File: src/rtl/lsu_pkg.sv
// Shared definitions for the load/store unit memory controller: funct3 codes,
// controller state encoding and access legality helpers.
package lsu_pkg;

    localparam logic [2:0] F3_B  = 3'b000;
    localparam logic [2:0] F3_H  = 3'b001;
    localparam logic [2:0] F3_W  = 3'b010;
    localparam logic [2:0] F3_BU = 3'b100;
    localparam logic [2:0] F3_HU = 3'b101;

    typedef enum logic [1:0] {
        S_IDLE  = 2'd0,
        S_ISSUE = 2'd1,
        S_WAIT  = 2'd2,
        S_DONE  = 2'd3
    } state_e;

    // Unsigned widths only make sense for loads, so 1xx on a store is rejected.
    function automatic logic f3_illegal(input logic [2:0] f3, input logic we);
        logic bad;
        bad = 1'b1;
        case (f3)
            F3_B, F3_H, F3_W: bad = 1'b0;
            F3_BU, F3_HU:     bad = we;
            default:          bad = 1'b1;
        endcase
        return bad;
    endfunction

    function automatic logic misaligned(input logic [2:0] f3, input logic we,
                                        input logic [1:0] addr_lo);
        logic mis;
        mis = f3_illegal(f3, we);
        if (f3[1:0] == 2'b01 && addr_lo[0])
            mis = 1'b1;
        if (f3 == F3_W && addr_lo != 2'b00)
            mis = 1'b1;
        return mis;
    endfunction

endpackage

File: src/rtl/lsu_mem_ctrl_if.sv
// Main-memory request/response bus between the load/store controller (master)
// and the 256-word main memory (slave).
interface lsu_mem_ctrl_if #(
    parameter int MEM_AW = 8
) ();

    logic              mem_request;
    logic              mem_re_we;
    logic [MEM_AW-1:0] mem_address;
    logic [31:0]       mem_data_in;
    logic [3:0]        mem_mask;
    logic              mem_valid;
    logic [31:0]       mem_data_out;

    modport master (
        output mem_request, mem_re_we, mem_address, mem_data_in, mem_mask,
        input  mem_valid, mem_data_out
    );

    modport slave (
        input  mem_request, mem_re_we, mem_address, mem_data_in, mem_mask,
        output mem_valid, mem_data_out
    );

endinterface

File: src/rtl/lsu_lane_align.sv
// Byte-lane steering: store mask/replicated data and load extraction with
// sign or zero extension.
module lsu_lane_align
    import lsu_pkg::*;
(
    input  logic        we,
    input  logic [2:0]  funct3,
    input  logic [1:0]  addr_lo,
    input  logic [31:0] wdata,
    input  logic [31:0] rword,
    output logic [3:0]  mask,
    output logic [31:0] wlane,
    output logic [31:0] rdata
);

    function automatic logic signed [31:0] ext8(input logic [7:0] b, input logic sgn);
        logic signed [31:0] r;
        r = sgn ? {{24{b[7]}}, b} : {24'b0, b};
        return r;
    endfunction

    function automatic logic signed [31:0] ext16(input logic [15:0] h, input logic sgn);
        logic signed [31:0] r;
        r = sgn ? {{16{h[15]}}, h} : {16'b0, h};
        return r;
    endfunction

    logic [7:0]  rbyte;
    logic [15:0] rhalf;

    always_comb begin
        rbyte = rword[{addr_lo, 3'b000} +: 8];
        rhalf = rword[{addr_lo[1], 4'b0000} +: 16];
        mask  = 4'b0000;
        wlane = wdata;
        rdata = rword;
        case (funct3)
            F3_B: begin
                mask  = we ? (4'b0001 << addr_lo) : 4'b0000;
                wlane = {4{wdata[7:0]}};
                rdata = ext8(rbyte, 1'b1);
            end
            F3_H: begin
                mask  = we ? (addr_lo[1] ? 4'b1100 : 4'b0011) : 4'b0000;
                wlane = {2{wdata[15:0]}};
                rdata = ext16(rhalf, 1'b1);
            end
            F3_W: begin
                mask  = we ? 4'b1111 : 4'b0000;
                wlane = wdata;
                rdata = rword;
            end
            F3_BU: rdata = ext8(rbyte, 1'b0);
            F3_HU: rdata = ext16(rhalf, 1'b0);
            default: begin
                mask  = 4'b0000;
                wlane = wdata;
                rdata = rword;
            end
        endcase
    end

endmodule

File: src/rtl/lsu_mem_ctrl.sv
// MEM-stage load/store initiator: validates the access, issues one memory
// request, waits for read data with a timeout and reports completion or fault.
module lsu_mem_ctrl
    import lsu_pkg::*;
#(
    parameter int MEM_AW  = 8,
    parameter int TIMEOUT = 4
) (
    input  logic        clk,
    input  logic        rst,
    input  logic        lsu_req,
    input  logic        lsu_we,
    input  logic [2:0]  lsu_funct3,
    input  logic [31:0] lsu_addr,
    input  logic [31:0] lsu_wdata,
    output logic        busy,
    output logic        lsu_done,
    output logic [31:0] lsu_rdata,
    output logic        err_misalign,
    output logic        err_fault,
    lsu_mem_ctrl_if.master mem
);

    state_e      state;
    logic        we_q;
    logic [2:0]  f3_q;
    logic [1:0]  addr_lo_q;
    logic [3:0]  cnt;
    logic [3:0]  cnt_n;

    logic        req_misal;
    logic        req_oor;
    logic        al_we;
    logic [2:0]  al_f3;
    logic [1:0]  al_addr_lo;
    logic [3:0]  al_mask;
    logic [31:0] al_wlane;
    logic [31:0] al_rdata;

    assign req_misal = misaligned(lsu_funct3, lsu_we, lsu_addr[1:0]);
    assign req_oor   = (lsu_addr[31:MEM_AW+2] != '0);
    assign cnt_n     = cnt + 4'd1;

    // In IDLE the aligner shapes the incoming store; afterwards it extracts
    // load data using the latched access attributes.
    assign al_we      = (state == S_IDLE) ? lsu_we            : we_q;
    assign al_f3      = (state == S_IDLE) ? lsu_funct3        : f3_q;
    assign al_addr_lo = (state == S_IDLE) ? lsu_addr[1:0]     : addr_lo_q;

    lsu_lane_align u_align (
        .we      (al_we),
        .funct3  (al_f3),
        .addr_lo (al_addr_lo),
        .wdata   (lsu_wdata),
        .rword   (mem.mem_data_out),
        .mask    (al_mask),
        .wlane   (al_wlane),
        .rdata   (al_rdata)
    );

    always_ff @(posedge clk or posedge rst) begin
        if (rst) begin
            state           <= S_IDLE;
            we_q            <= 1'b0;
            f3_q            <= 3'b000;
            addr_lo_q       <= 2'b00;
            cnt             <= 4'd0;
            busy            <= 1'b0;
            lsu_done        <= 1'b0;
            lsu_rdata       <= 32'd0;
            err_misalign    <= 1'b0;
            err_fault       <= 1'b0;
            mem.mem_request <= 1'b0;
            mem.mem_re_we   <= 1'b0;
            mem.mem_address <= '0;
            mem.mem_data_in <= 32'd0;
            mem.mem_mask    <= 4'b0000;
        end else begin
            lsu_done        <= 1'b0;
            mem.mem_request <= 1'b0;
            case (state)
                S_IDLE: begin
                    if (lsu_req) begin
                        we_q      <= lsu_we;
                        f3_q      <= lsu_funct3;
                        addr_lo_q <= lsu_addr[1:0];
                        busy      <= 1'b1;
                        if (req_misal) begin
                            state        <= S_DONE;
                            lsu_done     <= 1'b1;
                            err_misalign <= 1'b1;
                            lsu_rdata    <= 32'd0;
                        end else if (req_oor) begin
                            state     <= S_DONE;
                            lsu_done  <= 1'b1;
                            err_fault <= 1'b1;
                            lsu_rdata <= 32'd0;
                        end else begin
                            state           <= S_ISSUE;
                            mem.mem_request <= 1'b1;
                            mem.mem_re_we   <= lsu_we;
                            mem.mem_address <= lsu_addr[MEM_AW+1:2];
                            mem.mem_mask    <= al_mask;
                            mem.mem_data_in <= al_wlane;
                        end
                    end
                end
                S_ISSUE: begin
                    // Writes are fire-and-forget; the memory never acknowledges them.
                    if (we_q) begin
                        state    <= S_DONE;
                        lsu_done <= 1'b1;
                    end else begin
                        state <= S_WAIT;
                        cnt   <= 4'd0;
                    end
                end
                S_WAIT: begin
                    if (mem.mem_valid) begin
                        state     <= S_DONE;
                        lsu_done  <= 1'b1;
                        lsu_rdata <= al_rdata;
                    end else if (cnt_n == 4'(TIMEOUT)) begin
                        state     <= S_DONE;
                        lsu_done  <= 1'b1;
                        err_fault <= 1'b1;
                        lsu_rdata <= 32'd0;
                        cnt       <= 4'd0;
                    end else begin
                        cnt <= cnt_n;
                    end
                end
                S_DONE: begin
                    state        <= S_IDLE;
                    busy         <= 1'b0;
                    err_misalign <= 1'b0;
                    err_fault    <= 1'b0;
                    cnt          <= 4'd0;
                end
                default: state <= S_IDLE;
            endcase
        end
    end

endmodule

File: src/flat_wrapper.sv
// flat-port wrapper written by rule: the top's interface ports become plain ports
module lsu_mem_ctrl_flat import lsu_pkg::*;
#(
    parameter int MEM_AW  = 8,
    parameter int TIMEOUT = 4
)
  (clk, rst, lsu_req, lsu_we, lsu_funct3, lsu_addr, lsu_wdata, busy, lsu_done, lsu_rdata, err_misalign, err_fault, mem_mem_request, mem_mem_re_we, mem_mem_address, mem_mem_data_in, mem_mem_mask, mem_mem_valid, mem_mem_data_out);
  lsu_mem_ctrl_if #(.MEM_AW(MEM_AW)) mem_i ();
  input  logic clk;
  input  logic rst;
  input  logic lsu_req;
  input  logic lsu_we;
  input  logic [2:0] lsu_funct3;
  input  logic [31:0] lsu_addr;
  input  logic [31:0] lsu_wdata;
  output logic busy;
  output logic lsu_done;
  output logic [31:0] lsu_rdata;
  output logic err_misalign;
  output logic err_fault;
  output wire logic [$bits(mem_i.mem_request)-1:0] mem_mem_request;
  output wire logic [$bits(mem_i.mem_re_we)-1:0] mem_mem_re_we;
  output wire logic [$bits(mem_i.mem_address)-1:0] mem_mem_address;
  output wire logic [$bits(mem_i.mem_data_in)-1:0] mem_mem_data_in;
  output wire logic [$bits(mem_i.mem_mask)-1:0] mem_mem_mask;
  input wire logic [$bits(mem_i.mem_valid)-1:0] mem_mem_valid;
  input wire logic [$bits(mem_i.mem_data_out)-1:0] mem_mem_data_out;
  assign mem_mem_request = mem_i.mem_request;
  assign mem_mem_re_we = mem_i.mem_re_we;
  assign mem_mem_address = mem_i.mem_address;
  assign mem_mem_data_in = mem_i.mem_data_in;
  assign mem_mem_mask = mem_i.mem_mask;
  assign mem_i.mem_valid = mem_mem_valid;
  assign mem_i.mem_data_out = mem_mem_data_out;
  lsu_mem_ctrl #(.MEM_AW(MEM_AW), .TIMEOUT(TIMEOUT)) u_core (.clk(clk), .rst(rst), .lsu_req(lsu_req), .lsu_we(lsu_we), .lsu_funct3(lsu_funct3), .lsu_addr(lsu_addr), .lsu_wdata(lsu_wdata), .busy(busy), .lsu_done(lsu_done), .lsu_rdata(lsu_rdata), .err_misalign(err_misalign), .err_fault(err_fault), .mem(mem_i));
endmodule
File: config.mk
export PLATFORM = sky130hd
export DESIGN_NAME = lsu_mem_ctrl_flat
export DESIGN_NICKNAME = d
export VERILOG_FILES = /design/src/rtl/lsu_pkg.sv /design/src/rtl/lsu_mem_ctrl_if.sv /design/src/rtl/lsu_lane_align.sv /design/src/rtl/lsu_mem_ctrl.sv /design/src/flat_wrapper.sv
export SDC_FILE = /design/constraint.sdc
export NUM_CORES = 1
export LEC_CHECK = 0
export ABC_AREA = 0
export CORE_MARGIN = 2
export CORE_UTILIZATION = 40
export DETAILED_ROUTE_END_ITERATION = 8
export PLACE_DENSITY = 0.74
export RECOVER_POWER = 25
export SYNTH_ARGS = -nofsm -noshare
export SYNTH_HDL_FRONTEND = slang
export SYNTH_SLANG_ARGS = --single-unit
File: constraint.sdc
create_clock -name clk -period 3.8 [get_ports clk]
set_input_delay 0.95 -clock clk [delete_from_list [all_inputs] [get_ports clk]]
set_output_delay 0.95 -clock clk [all_outputs]
set_load 0.02 [all_outputs]
==> flow_summary_export.csv <==
group,metric,value,unit
routing,drc_errors,0,
power,power_leakage,3.264,nW
placed_design,place_area,6940,um^2
clock_tree,cts_inserted_buffers,9,
placed_design,numPortBuffers,185,
yosys,synth_commonest_cells,"dfrtp_1, mux2i_1, nor2_1, o21ai_0, a21oi_1",
sta,worst_slack,0.8128,ns
clock_tree,cts_resized,0,
power,power_density,634.6,nW/um^2
yosys,synth_flop_cell,"dfrtp_1",
yosys,synth_nets,560,
yosys,syn_inst,448,
sta,fin_setup_tns,0,ns
global_route,gr-total-overflow,0,
sta,slew_violations,39,
yosys,yosysMostFrequentCell,"dfrtp_1",
clock_tree,htreeDepth,3,
worst_setup_path,crit_fanout,10,
yosys,synth_top_area_share,47.90,%
yosys,synth_seq_cells,94,
sta,finalClockSkew,0.008421,ns
worst_setup_path,cp.required,4.07,ns
worst_setup_path,slowest_stage,"clkdlybuf4s50_1",
sta,hold_viol,0,
yosys,yosysWarnings,0,
worst_setup_path,worst-path-buf-inv,2,
global_route,grt_max_degree,63,
final_layout,num-nets-final,745,
sta,max_slew_margin,-16.98,%
routing,firstDrtPassIters,4,
final_layout,final_cell_area,7239,um^2
final_layout,area_growth,47.41,%
sta,setup_violations,0,
worst_setup_path,end_kind,"flop",
run_status,violations,"max-capacitance violations, max-slew violations",
global_route,grt_pass1_vias,4470,
clock_tree,cts_setup_buffers,0,
yosys,synth_edf_count,0,
sta,rsz0062_at_grt,"false",
yosys,synth.avg_cell_area,10.96,um^2
routing,wl_met1,6023,um
placed_design,pre_cts_ws,0.4800,ns
global_route,grt_first_pass_wirelength,22840,um
final_layout,layout-drive-gt1-share,9.091,%
yosys,async_flop_share,100.0,%
clock_tree,cts-root-buf,"clkbuf_16",
worst_hold_path,hold_class,"flop to flop",
power,max-vdd-ir-drop,0.2996,mV
global_route,track_usage,22.42,%
sta,tightestPinTransition,1.745,ns
placed_design,dp_hpwl,10720,um
clock_tree,cts_tree,"built",
worst_setup_path,startpoint,"lsu_addr[11]",
sta,min_period,2.987,ns
placed_design,gp_congestion,0.8130,
yosys,yosys.area.top_type,"dfrtp_1",
routing,routed_wl,14380,um
die,start_util,40.89,%
worst_setup_path,max_stage_delay,0.41,ns
clock_tree,clock_sinks,94,
routing,top_layer,"met4",
final_layout,finalNonFillerCells,785,
final_layout,fill_cells,1028,
routing,met2WireLength,6777,um
routing,vias,4327,
worst_setup_path,worstPathArrival,3.26,ns
final_layout,antenna-diode-count,0,
flow_run,cap_violations,1,
yosys,synth_seq_area_share,47.90,%
global_route,grt_antenna_before_repair,0,
clock_tree,clk_path_buf_depth,2,
sta,fin_crit_sh,78.61,%
sta,fmax,334.8,MHz
die,fp.dieW,114.8,um
die,die_area,13180,um^2
worst_setup_path,path_class,"input pin to flop",
worst_setup_path,cp_top_family,"compound AO/OA/AOI/OAI gates",
die,pin_count,186,
run_status,status,"finished with violations",
die,num_rows,40,
yosys,synth.area.top_cells,"dfrtp_1, mux2i_1, mux2_1, mux2_2, nor2_1",
clock_tree,hold_buffers,0,
worst_setup_path,r2r_start,"u_core.state[1]",
worst_hold_path,min_from,"u_core.mem.mem_re_we",
worst_setup_path,critPathLaunchType,"input pin",
placed_design,dpl.cell_count,769,
yosys,ys_types,51,
routing,wl_met3,1247,um
die,die_h,114.8,um
yosys,synth_area,4911,um^2
routing,detail-route-antenna-nets,0,
die,core_area,12010,um^2
clock_tree,clk_latency,0.35,ns
routing,wl_per_cell,18.32,um
clock_tree,clkSlewWorstSetupHoldPaths,0.07,ns
worst_setup_path,crit_path_cell_trace,"clkdlybuf4s50_1 > nor4_1 > nand4_1 > o311ai_2 > a21o_1 > buf_4 > mux2i_1",
routing,drtIter0Drc,172,
routing,vias_per_cell,5.512,
[cells by family after synthesis]
family,after synthesis,share of synthesized area (%)
AOI/OAI and AO/OA,129,18.45
adders and majority gates,8,2.038
buffers and inverters,40,3.898
DFF,94,47.90
muxes,86,18.65
and+or+nand+nor,91,9.070
[final cells by class]
type	instances	area [um^2]	share of cell area (%)
clock buffers	11	242.7	3.353
clock inverters	5	57.56	0.7950
inverters	18	68.82	0.9506
multi-input cells	314	2375	32.80
flip-flops and latches	94	2352	32.49
well taps	147	183.9	2.541
repair buffers	196	1959	27.07
[path summary, 6_finish.rpt]
check | end | slack [ns] | cells after the start
max | u_core.lsu_rdata[0] | 0.81 | 7
min | u_core.mem.mem_re_we | 0.49 | 1
max reg2reg | u_core.lsu_rdata[11] | 0.85 | 8
min reg2reg | u_core.mem.mem_re_we | 0.49 | 1
max in group asynchronous | u_core.cnt[2] | 1.38 | 3
min in group asynchronous | u_core.mem.mem_address[2] | 1.48 | 2
[flip-flops by register name, summed over array words and instances, names as in the netlist]
name / cells
u_core.lsu_rdata: 32
u_core.mem.mem_data_in: 32
u_core.mem.mem_address: 8
u_core.cnt: 4
u_core.mem.mem_mask: 4
u_core.f3_q: 3
u_core.addr_lo_q: 2
u_core.state: 2
u_core.busy: 1
u_core.err_fault: 1
u_core.err_misalign: 1
u_core.lsu_done: 1
u_core.mem.mem_re_we: 1
u_core.mem.mem_request: 1
u_core.we_q: 1
[layout by cell type, fill, tap and decap left out, types with 3 or more instances in the layout]
cell             count
o21ai_0             29
nor4_1               6
a22oi_1              7
a2bb2oi_1            8
nand2b_1             4
buf_4                9
clkdlybuf4s50_1    184
nor2_1              41
inv_1               17
a21o_1               3
a22o_1               7
ha_1                 8
mux2i_1             43
clkbuf_16            9
o221ai_1             7
nor3_1               5
nand2_1             20
mux2_1              24
a21oi_1             26
and2_1               3
o2bb2ai_1           16
mux2_2              17
dfrtp_1             94
a31oi_1              3
o22ai_1              3
[power breakdown]
group          leakage, nW  internal, W  switching (W)
clock                0.150     0.000530       0.000400
combinational         1.84      0.00103        0.00127
sequential            1.27      0.00120       0.000157
[worst register-to-register path, delay by kind of cell, from the launching register on]
family / cells / cell delay [ns]
fa+ha+maj: 1 / 0.43
compound gates: 3 / 0.45
mux: 1 / 0.48
buf+inv: 2 / 0.49
simple gates: 1 / 0.62
flops: 1 / 0.42
[stage by stage]
step / total power (W) / hold slack, ns / utilization [%]
after global routing: 0.004880 / 0.5049 / 60.27
final: 0.004594 / 0.4880 / 60.27
after global placement: 0.003617 / 0.4673 / 57.78
after detailed placement: 0.003672 / 0.4737 / 57.78
after CTS: 0.004614 / 0.4928 / 60.28
after floorplan: 0.002846 / 0.5020 / -
[metal layers]
layer	vias up	GRT usage [%]
met2	151	36.37
met4	0	9.076
met3	26	8.013
met5	-	0
li1	2029	-
met1	2121	27.40
No activity file was read; power rests on OpenSTA's default activity.
==> RTL change (config.mk and constraints unchanged) <==
Make the reset (`rst`) synchronous in one clocked block.
--- a/src/rtl/lsu_mem_ctrl.sv
+++ b/src/rtl/lsu_mem_ctrl.sv
@@ -58,7 +58,7 @@
         .rdata   (al_rdata)
     );
 
-    always_ff @(posedge clk or posedge rst) begin
+    always_ff @(posedge clk) begin
         if (rst) begin
             state           <= S_IDLE;
             we_q            <= 1'b0;
Formal check against the unedited RTL: differs if rst is asserted again (counterexample within 4 cycles, from zero or initial values and one cycle with rst high); with rst held inactive, the same outputs for 4 cycles.
==> RTL change against the original RTL <==
  * Non-clock buffer count decreased by 1
  * Register-to-register slack got worse by 0.42 ns
  * Sequential cell count unchanged
  * Total power fell by 28%
  * Sequential share of layout area is 5.4 points lower
  * Sequential power down 20%
  * Critical endpoint is now u_core.lsu_rdata[17]
  * Critical path type is now reg -> reg
  * Highest routed layer unchanged
  * Die area is 4.4% lower
  * Area after synthesis decreased by 4.6%
  * Setup slack worse by 0.38 ns
  * Design area shrank 4.0%
  * Final cell count rose by 11%
  * Wire length increased by 1.3%
  * Global-route usage up 0.58 points
  * Combinational power down 40%
==> RTL change: results <==
placed_design:
  dp_hpwl_um: 10800
  gp_congestion: 0.825
  place_area_um2: 6660
worst_setup_path:
  path_max_fanout: 19
  arrival_ns: 3.63
cells_and_area:
  fillers: 1019
synthesis:
  synthDistinctLibCells: 43
  yosysSeqAreaShare: 0.402
  async_reset_ff_frac: 0
  yosysMostFrequentCell: "dfxtp_1"
  syn_nets: 666
  synthTopCellsByArea: "dfxtp_1, mux2i_1, nand2_1, a21oi_1, nand2b_1"
run_status:
  status: "finished, final reports clean"
grt:
  grt_pass1_vias: 4690
  grt_max_degree: 58
  track_usage: 0.230
  grt_first_pass_wirelength_um: 23600
power:
  p_leak_uw: 0.00271
  peakVddDrop_mv: 0.363
drt:
  dr.pass1.iters: 5
  first_iter_violations: 303
  wire_per_inst_um: 16.8
  viasPerCell: 5.43
timing:
  relSlewSlack: 0.127
  skew_ns: 0.00571
RTL change: worst paths after layout:
path | cells after the start | from | slack (ns) | endpoint
max | 7 | u_core.state[1] | 0.43 | u_core.lsu_rdata[17]
min | 2 | u_core.mem.mem_address[5] | 0.45 | u_core.mem.mem_address[5]
max reg2reg | 7 | u_core.state[1] | 0.43 | u_core.lsu_rdata[17]
min reg2reg | 2 | u_core.mem.mem_address[5] | 0.45 | u_core.mem.mem_address[5]
RTL change: logic make-up after synthesis:
family                   count (synthesis)  synth area share
AND/OR/NAND/NOR                        200             0.198
AO/OA/AOI/OAI                          140             0.192
flip-flops                              94             0.402
multiplexers                            69             0.150
buffers and inverters                   45            0.0395
adder cells (fa/ha/maj)                  7            0.0187
RTL change: layer usage:
layer  vias to the layer above  wire length, µm  global-route usage
li1                       2332                -                   -
met1                      2182             6410               0.290
met2                       184             6880               0.382
met3                        18             1030              0.0562
met4                         0              239              0.0878
met5                         -                0                   0
RTL change: through the flow:
step                hold WS, ns  worst slack [ns]  cells
global placement          0.443             0.412    854
floorplan                 0.436              1.20    555
CTS                       0.457             0.440    869
detailed placement        0.447             0.267    854
global route              0.471            0.0434    869
finish                    0.451             0.428    869
RTL change: area by class of cell:
cell class | instances | area, µm² | share of cell area
timing repair buffer | 195 | 1950 | 0.280
tap | 143 | 179 | 0.0258
sequential | 94 | 1880 | 0.271
multi-input combinational | 416 | 2630 | 0.379
clock buffer | 12 | 267 | 0.0384
clock inverter | 3 | 18.8 | 0.00270
inverter | 6 | 22.5 | 0.00324
RTL change: power groups by stage:
| stage | logic (µW) | clock network [µW] | registers, µW |
|---|---|---|---|
| floorplan | 889 | 0 | 1150 |
| global placement | 1340 | 0 | 1110 |
| detailed placement | 1370 | 0 | 1110 |
| CTS | 1370 | 889 | 1090 |
| global route | 1490 | 929 | 1100 |
| finish | 1370 | 868 | 1090 |
RTL change: critical path: stages (launching register included):
cell and delay [ns]:
dfxtp_1 0.34, inv_1 0.13, ha_1 0.72, mux2i_1 0.49, nand4_1 0.15, o22ai_1 1.02, o22ai_1 0.22, mux2i_1 0.21
